## src/rtl/osd_vram_wr_sched_if.sv

```systemverilog
// CPU write-request and VRAM write-port bundle for the OSD VRAM write scheduler.
interface osd_vram_wr_sched_if #(
  parameter int unsigned C_AW = 10,
  parameter int unsigned C_DW = 8
);
  logic            CPU_WE_i;
  logic [C_AW-1:0] CPU_WAs_i;
  logic [C_DW-1:0] CPU_WDs_i;
  logic            OVF_CLR_i;
  logic            CPU_FULL_o;
  logic            CPU_OVF_o;
  logic [C_AW-1:0] VRAM_WAs_o;
  logic [C_DW-1:0] VRAM_WDs_o;
  logic            VRAM_WE_o;

  modport master (
    output CPU_WE_i, CPU_WAs_i, CPU_WDs_i, OVF_CLR_i,
    input  CPU_FULL_o, CPU_OVF_o, VRAM_WAs_o, VRAM_WDs_o, VRAM_WE_o
  );

  modport slave (
    input  CPU_WE_i, CPU_WAs_i, CPU_WDs_i, OVF_CLR_i,
    output CPU_FULL_o, CPU_OVF_o, VRAM_WAs_o, VRAM_WDs_o, VRAM_WE_o
  );
endinterface

```

## src/rtl/osd_vram_wr_sched.sv

```systemverilog
// Merges a CPU write FIFO (priority) and a range fill engine onto the single
// OSD character VRAM write port, one write per pixel clock enable.
module osd_vram_wr_sched #(
  parameter int unsigned C_AW        = 10,
  parameter int unsigned C_DW        = 8,
  parameter int unsigned C_FIFO_LOG2 = 2
) (
  input  logic                CK_i,
  input  logic                XAR_i,
  input  logic                CK_EE_i,
  input  logic                XVD_i,
  input  logic                WR_EN_i,
  osd_vram_wr_sched_if.slave  bus_if,
  input  logic                FILL_REQ_i,
  input  logic                FILL_VSYNC_i,
  input  logic [C_AW-1:0]     FILL_BASEs_i,
  input  logic [C_AW:0]       FILL_LENs_i,
  input  logic [C_DW-1:0]     FILL_DATs_i,
  input  logic                FILL_ABORT_i,
  output logic                FILL_BUSY_o,
  output logic                FILL_DONE_o
);

  localparam int unsigned C_DEPTH = 1 << C_FIFO_LOG2;
  localparam int unsigned C_CW    = C_FIFO_LOG2 + 1;
  localparam int unsigned C_LW    = C_AW + 1;
  localparam int unsigned C_EW    = C_AW + C_DW;

  typedef enum logic [1:0] {S_IDLE, S_ARM, S_FILL} state_e;

  state_e                 state_q, state_d;
  logic [C_AW-1:0]        fadr_q, fadr_d;
  logic [C_LW-1:0]        flen_q, flen_d;
  logic [C_DW-1:0]        fdat_q, fdat_d;
  logic                   done_q, done_d;
  logic                   busy_q, busy_d;
  logic [C_AW-1:0]        wa_q, wa_d;
  logic [C_DW-1:0]        wd_q, wd_d;
  logic                   we_q, we_d;
  logic [C_EW-1:0]        mem_q [C_DEPTH];
  logic [C_FIFO_LOG2-1:0] rd_q, rd_d, wr_q, wr_d;
  logic [C_CW-1:0]        cnt_q, cnt_d;
  logic                   ovf_q, ovf_d;
  logic                   full, push, pop, fill_ok, fill_wr;

  assign full = (cnt_q == C_CW'(C_DEPTH));

  // Next-state: FIFO bookkeeping, write-port arbitration and fill FSM.
  always_comb begin
    state_d = state_q;
    fadr_d  = fadr_q;
    flen_d  = flen_q;
    fdat_d  = fdat_q;
    done_d  = 1'b0;
    wa_d    = wa_q;
    wd_d    = wd_q;
    we_d    = we_q;
    rd_d    = rd_q;
    wr_d    = wr_q;
    ovf_d   = ovf_q;
    pop     = 1'b0;
    fill_wr = 1'b0;
    push    = bus_if.CPU_WE_i && !full;
    // The vsync edge itself already carries the first fill write.
    fill_ok = (state_q == S_FILL) || ((state_q == S_ARM) && CK_EE_i && !XVD_i);

    if (CK_EE_i) begin
      we_d = 1'b0;
      if (WR_EN_i) begin
        if (cnt_q != '0) begin
          pop  = 1'b1;
          wa_d = mem_q[rd_q][C_EW-1:C_DW];
          wd_d = mem_q[rd_q][C_DW-1:0];
          we_d = 1'b1;
        end else if (fill_ok && !FILL_ABORT_i) begin
          fill_wr = 1'b1;
          wa_d    = fadr_q;
          wd_d    = fdat_q;
          we_d    = 1'b1;
        end
      end
    end

    if (push) wr_d = wr_q + C_FIFO_LOG2'(1);
    if (pop)  rd_d = rd_q + C_FIFO_LOG2'(1);
    cnt_d = cnt_q + C_CW'(push) - C_CW'(pop);

    if (bus_if.CPU_WE_i && full) ovf_d = 1'b1;
    else if (bus_if.OVF_CLR_i)   ovf_d = 1'b0;

    case (state_q)
      S_IDLE: begin
        if (FILL_REQ_i) begin
          if (FILL_LENs_i == '0) begin
            done_d = 1'b1;
          end else begin
            fadr_d  = FILL_BASEs_i;
            flen_d  = FILL_LENs_i;
            fdat_d  = FILL_DATs_i;
            state_d = FILL_VSYNC_i ? S_ARM : S_FILL;
          end
        end
      end
      S_ARM: begin
        if (FILL_ABORT_i)            state_d = S_IDLE;
        else if (CK_EE_i && !XVD_i)  state_d = S_FILL;
      end
      S_FILL: begin
        if (FILL_ABORT_i) state_d = S_IDLE;
      end
      default: state_d = S_IDLE;
    endcase

    if (fill_wr) begin
      fadr_d = fadr_q + C_AW'(1);
      flen_d = flen_q - C_LW'(1);
      if (flen_q == C_LW'(1)) begin
        state_d = S_IDLE;
        done_d  = 1'b1;
      end
    end

    busy_d = (state_d != S_IDLE);
  end

  always_ff @(posedge CK_i or negedge XAR_i) begin
    if (!XAR_i) begin
      state_q <= S_IDLE;
      fadr_q  <= '0;
      flen_q  <= '0;
      fdat_q  <= '0;
      done_q  <= 1'b0;
      busy_q  <= 1'b0;
      wa_q    <= '0;
      wd_q    <= '0;
      we_q    <= 1'b0;
      rd_q    <= '0;
      wr_q    <= '0;
      cnt_q   <= '0;
      ovf_q   <= 1'b0;
    end else begin
      state_q <= state_d;
      fadr_q  <= fadr_d;
      flen_q  <= flen_d;
      fdat_q  <= fdat_d;
      done_q  <= done_d;
      busy_q  <= busy_d;
      wa_q    <= wa_d;
      wd_q    <= wd_d;
      we_q    <= we_d;
      rd_q    <= rd_d;
      wr_q    <= wr_d;
      cnt_q   <= cnt_d;
      ovf_q   <= ovf_d;
    end
  end

  // FIFO storage.
  always_ff @(posedge CK_i or negedge XAR_i) begin
    if (!XAR_i) begin
      for (int i = 0; i < int'(C_DEPTH); i++) mem_q[i] <= '0;
    end else if (push) begin
      mem_q[wr_q] <= {bus_if.CPU_WAs_i, bus_if.CPU_WDs_i};
    end
  end

  assign bus_if.CPU_FULL_o = full;
  assign bus_if.CPU_OVF_o  = ovf_q;
  assign bus_if.VRAM_WAs_o = wa_q;
  assign bus_if.VRAM_WDs_o = wd_q;
  assign bus_if.VRAM_WE_o  = we_q;
  assign FILL_BUSY_o       = busy_q;
  assign FILL_DONE_o       = done_q;

endmodule
```

## src/flat_wrapper.sv

```systemverilog
// flat-port wrapper written by rule: the top's interface ports become plain ports
module osd_vram_wr_sched_flat 
#(
  parameter int unsigned C_AW        = 10,
  parameter int unsigned C_DW        = 8,
  parameter int unsigned C_FIFO_LOG2 = 2
)
  (CK_i, XAR_i, CK_EE_i, XVD_i, WR_EN_i, FILL_REQ_i, FILL_VSYNC_i, FILL_BASEs_i, FILL_LENs_i, FILL_DATs_i, FILL_ABORT_i, FILL_BUSY_o, FILL_DONE_o, bus_if_CPU_WE_i, bus_if_CPU_WAs_i, bus_if_CPU_WDs_i, bus_if_OVF_CLR_i, bus_if_CPU_FULL_o, bus_if_CPU_OVF_o, bus_if_VRAM_WAs_o, bus_if_VRAM_WDs_o, bus_if_VRAM_WE_o);
  osd_vram_wr_sched_if #(.C_AW(C_AW), .C_DW(C_DW)) bus_if_i ();
  input  logic CK_i;
  input  logic XAR_i;
  input  logic CK_EE_i;
  input  logic XVD_i;
  input  logic WR_EN_i;
  input  logic FILL_REQ_i;
  input  logic FILL_VSYNC_i;
  input  logic [C_AW-1:0] FILL_BASEs_i;
  input  logic [C_AW:0] FILL_LENs_i;
  input  logic [C_DW-1:0] FILL_DATs_i;
  input  logic FILL_ABORT_i;
  output logic FILL_BUSY_o;
  output logic FILL_DONE_o;
  input wire logic [$bits(bus_if_i.CPU_WE_i)-1:0] bus_if_CPU_WE_i;
  input wire logic [$bits(bus_if_i.CPU_WAs_i)-1:0] bus_if_CPU_WAs_i;
  input wire logic [$bits(bus_if_i.CPU_WDs_i)-1:0] bus_if_CPU_WDs_i;
  input wire logic [$bits(bus_if_i.OVF_CLR_i)-1:0] bus_if_OVF_CLR_i;
  output wire logic [$bits(bus_if_i.CPU_FULL_o)-1:0] bus_if_CPU_FULL_o;
  output wire logic [$bits(bus_if_i.CPU_OVF_o)-1:0] bus_if_CPU_OVF_o;
  output wire logic [$bits(bus_if_i.VRAM_WAs_o)-1:0] bus_if_VRAM_WAs_o;
  output wire logic [$bits(bus_if_i.VRAM_WDs_o)-1:0] bus_if_VRAM_WDs_o;
  output wire logic [$bits(bus_if_i.VRAM_WE_o)-1:0] bus_if_VRAM_WE_o;
  assign bus_if_i.CPU_WE_i = bus_if_CPU_WE_i;
  assign bus_if_i.CPU_WAs_i = bus_if_CPU_WAs_i;
  assign bus_if_i.CPU_WDs_i = bus_if_CPU_WDs_i;
  assign bus_if_i.OVF_CLR_i = bus_if_OVF_CLR_i;
  assign bus_if_CPU_FULL_o = bus_if_i.CPU_FULL_o;
  assign bus_if_CPU_OVF_o = bus_if_i.CPU_OVF_o;
  assign bus_if_VRAM_WAs_o = bus_if_i.VRAM_WAs_o;
  assign bus_if_VRAM_WDs_o = bus_if_i.VRAM_WDs_o;
  assign bus_if_VRAM_WE_o = bus_if_i.VRAM_WE_o;
  osd_vram_wr_sched #(.C_AW(C_AW), .C_DW(C_DW), .C_FIFO_LOG2(C_FIFO_LOG2)) u_core (.CK_i(CK_i), .XAR_i(XAR_i), .CK_EE_i(CK_EE_i), .XVD_i(XVD_i), .WR_EN_i(WR_EN_i), .bus_if(bus_if_i), .FILL_REQ_i(FILL_REQ_i), .FILL_VSYNC_i(FILL_VSYNC_i), .FILL_BASEs_i(FILL_BASEs_i), .FILL_LENs_i(FILL_LENs_i), .FILL_DATs_i(FILL_DATs_i), .FILL_ABORT_i(FILL_ABORT_i), .FILL_BUSY_o(FILL_BUSY_o), .FILL_DONE_o(FILL_DONE_o));
endmodule
```

## config.mk

```make
export PLATFORM = sky130hd
export DESIGN_NAME = osd_vram_wr_sched_flat
export DESIGN_NICKNAME = d
export VERILOG_FILES = /design/src/rtl/osd_vram_wr_sched_if.sv /design/src/rtl/osd_vram_wr_sched.sv /design/src/flat_wrapper.sv
export SDC_FILE = /design/constraint.sdc
export NUM_CORES = 1
export LEC_CHECK = 0
export CAP_MARGIN = 10
export CORE_MARGIN = 2
export CORE_UTILIZATION = 40
export DETAILED_ROUTE_END_ITERATION = 16
export DONT_BUFFER_PORTS = 1
export GPL_TIMING_DRIVEN = 0
export PLACE_DENSITY_LB_ADDON = 0.3
export SYNTH_ARGS = -nofsm -noshare
export SYNTH_HDL_FRONTEND = slang
export SYNTH_SLANG_ARGS = --single-unit
```

## constraint.sdc

```tcl
create_clock -name CK_i -period 3 [get_ports CK_i]
set_clock_uncertainty 0.1 [all_clocks]
set_input_delay 0.3 -clock CK_i [delete_from_list [all_inputs] [get_ports CK_i]]
set_output_delay 0.3 -clock CK_i [all_outputs]
set_load 0.01 [all_outputs]
```

Word-level counts from Yosys, hierarchy flattened
Index checks and enable logic that the tools add are counted.
{"block": "op_classes", "addsub": 6, "multipliers": 0, "n_div": 0, "magnitude_cmp": 3, "n_eq_ne": 5, "n_shift": 0, "mux": 43, "bitwise": 3, "n_reduce_logical": 22}
{"operator": "72-bit bitwise mux", "n": 1}
{"operator": "10-bit 2-to-1 mux", "n": 6}
{"operator": "18-bit 2-to-1 mux", "n": 3}
{"operator": "11-bit 2-to-1 mux", "n": 4}
{"operator": "18-bit binary-select mux with 2-bit select", "n": 1}
{"operator": "18-bit demux with 2-bit select", "n": 1}
{"operator": "1-bit 2-to-1 mux", "n": 16}
{"operator": "2-bit 2-to-1 mux", "n": 8}
{"operator": "8-bit 2-to-1 mux", "n": 2}
{"operator": "11-bit by 1-bit == test with 1-bit output, second input constant", "n": 1}
{"operator": "11-bit logical NOT", "n": 1}
{"operator": "11-bit by 1-bit subtractor with 11-bit output, second input constant", "n": 1}
{"operator": "10-bit by 1-bit adder with 10-bit output, second input constant", "n": 1}
{"operator": "2-bit nonzero test", "n": 5}
{"operator": "3-bit AND reduction", "n": 3}
{"operator": "1-bit logical AND", "n": 7}
{"operator": "3-bit greater-or-equal comparator, second input constant", "n": 2}
{"operator": "2-bit inverter with 3-bit output", "n": 2}
{"operator": "2-bit case mux with 3 select lines", "n": 1}
{"operator": "2-bit by 1-bit adder with 2-bit output, second input constant", "n": 2}
{"operator": "3-bit by 1-bit adder with 3-bit output", "n": 1}
{"operator": "3-bit == test, second input constant", "n": 1}
{"operator": "1-bit logical NOT", "n": 3}
{"operator": "3-bit by 1-bit < comparator with 1-bit output, second input constant", "n": 1}
{"operator": "other kinds (8)", "n": 8}
{"block": "word_totals", "regBits": 132, "latch_bits": 0, "ram_bits": 0, "rom_bits": 0, "inputBits": 57, "memories": 0}

Longest topological paths before layout
Gate-level depths: netlist (run 1).
{"block": "logic_depth", "ltp_word": 11, "depth_mapped": 8}

Least setup slack after synthesis (run 1)
Ideal clock, no wire load.
{"block": "synth_path", "kind": "register -> register", "from": "register u_core.cnt_q[0]", "to": "register u_core.mem_q[10] (netlist name)", "setup_time_ns": 0.125, "arrival_time_ns": 1.947, "required_time_ns": 2.775, "setup_slack_ns": 0.829, "stages_incl_launch_ff": 7, "path_cell_list": "dfrtp_1 > nor3b_1 > nor2b_1 > clkbuf_1 > nand2_1 > buf_2 > mux2_2"}
{"block": "synth_between", "elab_chain_len": 3}
{"item": "start: declaration", "line": "osd_vram_wr_sched.sv:42", "rtl": "logic [C_CW-1:0] cnt_q, cnt_d;"}
{"item": "start signal: assignment", "line": "osd_vram_wr_sched.sv:153", "rtl": "cnt_q <= cnt_d;"}
{"item": "3-bit == test", "line": "osd_vram_wr_sched.sv:46", "rtl": "assign full = (cnt_q == C_CW'(C_DEPTH));"}
{"item": "net bus_if_CPU_FULL_o", "line": "flat_wrapper.sv:27", "rtl": "output wire logic [$bits(bus_if_i.CPU_FULL_o)-1:0] bus_if_CPU_FULL_o;"}
{"item": "1-bit logical NOT", "line": "osd_vram_wr_sched.sv:63", "rtl": "push = bus_if.CPU_WE_i && !full;"}
{"item": "1-bit logical AND", "line": "osd_vram_wr_sched.sv:63"}
{"item": "net u_core.push", "line": "osd_vram_wr_sched.sv:44", "rtl": "logic full, push, pop, fill_ok, fill_wr;"}
{"item": "end signal: indexed assignment", "line": "osd_vram_wr_sched.sv:163", "rtl": "mem_q[wr_q] <= {bus_if.CPU_WAs_i, bus_if.CPU_WDs_i};"}
{"item": "end: declaration", "line": "osd_vram_wr_sched.sv:40", "rtl": "logic [C_EW-1:0] mem_q [C_DEPTH];"}
The timed path passes the listed nets, and every way through them passes these cells.
A chain may end at the register's enable or synchronous reset.

Worst setup path after layout (run 1)
{"block": "layout_path", "from": "register u_core.cnt_q[0]", "to": "register u_core.mem_q[29] (netlist name)"}
The elaborated chain is that of the path after synthesis.

==> results of run 1 <==
[worst paths after layout]
kind,start,slack [ns],cells after the start,endpoint
max,u_core.cnt_q[0],0.29,6,u_core.mem_q[29]
min,XAR_i,-0.52,0,u_core.bus_if.CPU_OVF_o
max reg2reg,u_core.cnt_q[0],0.29,6,u_core.mem_q[29]
min reg2reg,u_core.fdat_q[2],0.38,2,u_core.fdat_q[2]
max in group asynchronous,XAR_i,3.14,0,u_core.mem_q[66]
min in group CK_i,FILL_LENs_i[10],0.01,2,u_core.flen_q[10]
[kinds of logic (layout without fill, tap and decap cells)]
| kind of cell | Yosys count | in the layout | share of synthesized area (%) |
|---|---|---|---|
| flip-flops | 132 | 132 | 53.4 |
| XOR/XNOR | 6 | 6 | 0.850 |
| AO/OA/AOI/OAI | 68 | 68 | 8.58 |
| other | 0 | 1 | 0 |
| adder cells (fa/ha/maj) | 10 | 10 | 2.15 |
| AND/OR/NAND/NOR | 115 | 115 | 8.72 |
| buffers and inverters | 42 | 124 | 3.02 |
| multiplexers | 112 | 112 | 23.2 |
[layer usage]
metal | track usage [%] | up-vias | routed length, µm
met2 | 30.0 | 99 | 6940
met3 | 6.05 | 13 | 759
met1 | 23.7 | 2096 | 6500
li1 | - | 1934 | -
met5 | 0 | - | 0
met4 | 6.33 | 0 | 182
[cells in the final DEF, fill, tap and decap left out, types with 5 or more instances in the layout]
cell / n
buf_2: 14
nand3_1: 8
nor3_1: 7
dfrtp_1: 132
a21oi_1: 19
bufinv_16: 5
o211ai_1: 9
inv_1: 19
nand2_1: 51
o311ai_1: 10
xnor2_1: 5
or3_1: 5
ha_1: 9
mux4_2: 18
mux2_2: 72
clkbuf_16: 17
mux2i_1: 22
dlygate4sd3_1: 50
clkbuf_1: 8
nor2_1: 22
nor4_1: 5
[registers in the layout (all words and copies together) (netlist names)]
signal and count:
u_core.bus_if.VRAM_WAs_o 10, u_core.state_q 2, u_core.flen_q 11, u_core.bus_if.VRAM_WE_o 1, u_core.FILL_BUSY_o 1, u_core.FILL_DONE_o 1
u_core.cnt_q 3, u_core.bus_if.CPU_OVF_o 1, u_core.wr_q 2, u_core.fadr_q 10, u_core.mem_q 72, u_core.fdat_q 8
u_core.rd_q 2, u_core.bus_if.VRAM_WDs_o 8
[power groups by stage]
stage / clock (mW) / combinational [mW] / sequential, mW
detailed placement: 0 / 2.41 / 3.19
finish: 2.30 / 2.46 / 3.17
floorplan: 0 / 1.96 / 3.00
CTS: 2.33 / 2.49 / 3.17
global placement: 0 / 2.32 / 3.13
global route: 2.42 / 2.71 / 3.26
[through the flow]
step	cell area, µm²	cells	util (%)	hold WS (ns)	setup slack (ns)
2_1_floorplan	6180	485	-	-0.0956	0.829
5_1_grt	7580	756	50.0	-0.543	0.137
6_report	7580	756	50.0	-0.518	0.291
3_3_place_gp	6420	673	42.4	-0.0908	0.314
3_5_place_dp	6420	673	42.4	-0.0889	0.274
4_1_cts	7580	755	50.0	-0.537	0.251
[cell type report]
type | instances | share of cell area, %
Multi-Input combinational cell | 311 | 35.5
Buffer | 23 | 1.52
Tap cell | 188 | 3.10
Timing Repair Buffer | 50 | 6.60
Clock buffer | 20 | 6.03
Antenna cell | 1 | 0.0330
Inverter | 19 | 0.941
Sequential cell | 132 | 43.6
Clock inverter | 12 | 2.67
[worst reg2reg max path, cell delays in order, from the launching register on]
cell,delay [ns]
dfrtp_1,0.41
nor3b_1,0.57
nor2b_1,0.10
clkbuf_1,0.24
nand2_1,0.42
buf_2,0.37
mux2_2,0.38
==> out/summary.txt, run 1 <==
Root buffer cell: clkbuf_16
Post-synth EDFFs: 0
Minimum clock period: 2.71 ns
Largest net degree at the start of global routing: 133
Worst Setup Start Kind: register
Status: finished, violations left
Switching pwr: 2.45 mW
Critical Path Max Stage Delay: 0.57 ns
DRT Wirelength: 14,400 µm
Leakage: 3.28 nW
Multi-input logic area: 2690 µm²
Gr usage total: 18.6%
Register area: 3300 µm²
Largest cells by area after synthesis: dfrtp_1, mux2_2, mux4_2
Failing checks: hold timing
Async set-reset flop share out of synthesis: 100%
Wirelength per Cell: 19.0 µm
Row cnt: 45
P&R area growth vs syn: 22.6%
First-pass GRT wire length: 23,200 µm
Gate power share: 31.0%
Total number of vias: 4,142
P_int: 5.48 mW
Leading area contributor after synthesis: dfrtp_1
Arrival time at the worst endpoint: 2.91 ns
Power density over the cells: 1050 nW/µm²
Count of input and output buffers: 0
VDD IR-drop max: 0.487 mV
Post-synth cell types: 53
Setup TNS: 0 ns
Mapped Cells: 485
Pins Over Slew Limit: 0
DP HPWL: 9790 µm
Post_cts resized: 0
DRT Pass-1 Iters: 4
Clock Sink Count: 132
DRC Markers: 0
Detailed Route Iter0 Violations: 219
Post-synth top cells: dfrtp_1, mux2_2, nand2_1
GPL Wtd Cong: 0.856
Crit-path cells: nor3b_1, nor2b_1, clkbuf_1, nand2_1, buf_2, mux2_2
Die Span Y: 128 µm
HP Class: in2async
Inserted Clock Buffers: 17
Initial antenna violation count: 1
Rel. slew slack: 40.2%
Area of the mapped netlist: 6180 µm²
CP Buf/Inv Count: 2
Main synth FF type: dfrtp_1
Critical Path RT: 3.20 ns
Final setup fails: 0
Final cycle utilization of the critical path: 90.3%
Crit-path slowest cell: nor3b_1
Total power: 7.93 mW
Crit-path leading delay family: simple AND/OR/NAND/NOR gates
Clk buf depth: 2
# hold bufs at CTS: 50
Synth Warn #: 0
I/O pin cnt: 80
Worst-Margin Slew: 0.897 ns
Initial Util: 40.8%
Post-layout nets: 621
Crit path max fanout: 10
Most frequent cell after synthesis: dfrtp_1
Final ANT Viol Nets: 0
FMAX: 369 MHz
Synth Register Bits: 132
Number of global-route vias before repair: 4,440
Worst Hold Margin: -0.518 ns
Post-synthesis sequential area ratio: 53.4%
Die extent in x: 128 µm
Critical Path Sink Type: register
Proportion of power drawn by flip-flops and latches: 39.9%
Fin. Hold Viols: 132
Clock Power Share: 29.0%
CTS tree: built
Post-CTS setup buffers: 0
Post-synth top area share: 53.4%
RSZ-0062 raised after global routing: false
CTS clk-pin slew, worst paths: 0.06 ns
Synth Net Count: 552
Syn_area_per_cell: 12.7 µm²
CP Class: reg2reg
FILL cells: 1,313
Share of cells above drive strength 1: 25.7%
Vias per inst: 5.48
Core area: 15,100 µm²
Total grt overflow: 0
Worst-Skew Late Latency: 0.42 ns
H-tree levels: 4
Switching Share: 30.9%
Max-Cap Viols: 0
Die Area: 16,500 µm²
Note: power is estimated with default switching activity, not from simulation.
==> run 2, diff against run 1 <==
Settings changed: CORE_MARGIN 2 to not set, PLACE_DENSITY_LB_ADDON 0.3 to not set, SLEW_MARGIN set to 20.
==> out/summary.txt, run 2 (synthesis results as in run 1) <==
Final setup fails: 0 (unchanged)
Minimum clock period: 2.70 ns (-0.00979 ns)
Status: finished, violations left
Count of input and output buffers: 0 (unchanged)
PnR worst setup slack: 0.301 ns (+0.00979 ns)
Post-layout util: 49.8% (-0.23 points)
Clock Sink Count: 132 (unchanged)
Die Span Y: 126 µm (-1.6%)
Largest net degree at the start of global routing: 133 (unchanged)
Biggest register: u_core.mem_q
Final cycle utilization of the critical path: 90.0% (-0.33 points)
Initial Util: 40.8% (unchanged)
Arrival time at the worst endpoint: 2.90 ns (about the same)
CTS tree: built
Initial antenna violation count: 0 (-1)
P&R area growth vs syn: 22.0%
Core area: 15,100 µm² (unchanged)
H-tree levels: 4 (unchanged)
# diodes: 0 (-1)
Most frequent cells in the layout: dfrtp_1, mux2_2, nand2_1, dlygate4sd3_1
Total number of vias: 4,157 (+0.36%)
RSZ-0062 raised after global routing: false
Leakage: 3.26 nW (-0.70%)
Setup TNS: 0 ns (unchanged)
Die extent in x: 126 µm (-1.6%)
Worst Hold Margin: -0.520 ns (-0.00126 ns)
CP Buf/Inv Count: 2 (unchanged)
DRT Pass-1 Iters: 4 (unchanged)
Critical Path Sink Type: register
Fin. Hold Viols: 132 (unchanged)
DP Area: 6420 µm² (unchanged)
Critical Path Max Stage Delay: 0.55 ns (-0.02 ns)
GPL Wtd Cong: 0.833 (-2.8%)
DRT Wirelength: 14,200 µm (-1.1%)
Root buffer cell: clkbuf_16
First-pass GRT wire length: 23,400 µm (+0.68%)
Most common cell after layout, fill and taps aside: dfrtp_1
Row cnt: 45 (unchanged)
Max reg flops: 72 (unchanged)
Vias per inst: 5.50 (+0.36%)
Failing checks: hold timing
Clk buf depth: 2 (unchanged)
Critical Path RT: 3.21 ns (about the same)
FMAX: 370 MHz (+0.36%)
Final instance area: 7540 µm² (-0.46%)
CP Class: reg2reg
Crit-path leading delay family: simple AND/OR/NAND/NOR gates
Total power: 7.79 mW (-1.8%)
Crit-path cells: nor3b_1, nor2b_1, clkbuf_1, nand2_1, buf_2, mux2_2
Inserted Clock Buffers: 17 (unchanged)
Number of global-route vias before repair: 4,499 (+1.3%)
Worst Setup Start Kind: register
Max-Cap Viols: 0 (unchanged)
DP HPWL: 9630 µm (-1.6%)
Wirelength per Cell: 18.8 µm (-1.1%)
VDD IR-drop max: 0.401 mV (-18%)
DRC Markers: 0 (unchanged)
Power density over the cells: 1030 nW/µm² (-1.3%)
Final ANT Viol Nets: 0 (unchanged)
I/O pin cnt: 80 (unchanged)
Share of cells above drive strength 1: 25.5% (-0.22 points)
Dpl ws: 0.273 ns (-0.00118 ns)
Post-layout nets: 622 (+0.16%)
Worst-Margin Slew: 0.874 ns (-0.0227 ns)
CTS clk-pin slew, worst paths: 0.06 ns (about the same)
Post-CTS setup buffers: 0 (unchanged)
Crit-path slowest cell: nor3b_1
Worst-Skew Late Latency: 0.42 ns (about the same)
Top flop regs: u_core.mem_q: 72 flops, u_core.flen_q: 11 flops
Gr usage total: 19.1% (+0.54 points)
Die Area: 16,000 µm² (-3.1%)
Detailed Route Iter0 Violations: 193 (-12%)
Pins Over Slew Limit: 0 (unchanged)
# hold bufs at CTS: 51 (+2.0%)
HP Class: in2async
Rel. slew slack: 41.6% (+1.4 points)
Crit path max fanout: 10 (unchanged)
Total grt overflow: 0 (unchanged)
run 2: cell types whose count changed in the layout (fill, tap and decap cells not counted):
cell,previous run,this run
bufinv_16,5,4
clkbuf_1,8,9
clkbuf_8,2,0
clkinv_2,2,3
clkinv_4,4,3
clkinvlp_4,1,3
diode_2,1,0
dlygate4sd3_1,50,51
run 2: where the power goes:
group	internal, mW	switching (mW)
combinational	1.37	1.09
clock	1.39	0.785
sequential	2.59	0.570
run 2: area by class of cell:
class,count,area [µm²]
Sequential cell,132,3300
Inverter,19,71.3
Clock buffer,19,433
Clock inverter,13,184
Timing Repair Buffer,51,510
Tap cell,188,235
Multi-Input combinational cell,311,2690
Buffer,23,115
Fill cell,1301,7600
run 2: path summary, 6_finish.rpt:
| path | start | end | slack (ns) | depth (start not counted) |
|---|---|---|---|---|
| worst max register to register | u_core.cnt_q[0] | u_core.mem_q[31] | 0.30 | 6 |
| worst min-delay path | XAR_i | u_core.bus_if.CPU_OVF_o | -0.52 | 0 |
| worst min register to register | u_core.fdat_q[6] | u_core.fdat_q[6] | 0.38 | 2 |
| min in group CK_i | FILL_LENs_i[9] | u_core.flen_q[9] | 0.03 | 2 |
| max in group asynchronous | XAR_i | u_core.fadr_q[0] | 3.06 | 0 |
| worst max-delay path | u_core.cnt_q[0] | u_core.mem_q[31] | 0.30 | 6 |
run 2: through the flow:
stage	cells	hold WS [ns]
2_1_floorplan	485	-0.0956
3_3_place_gp	673	-0.0911
3_5_place_dp	673	-0.0910
4_1_cts	756	-0.536
5_1_grt	756	-0.541
6_report	756	-0.520
run 2: what timing repair did:
| item | in CTS | in global routing |
|---|---|---|
| hold endpoints to repair | 237 | 132 |
| resized for setup | 0 | 0 |
| setup endpoints to repair | 0 | 0 |
run 2: routing by layer:
layer,global-route usage [%],up-vias,wire length [µm]
met4,6.73,0,216
met5,0,-,0
met1,24.4,2118,6560
met2,31.7,92,6850
met3,4.85,17,589
li1,-,1930,-
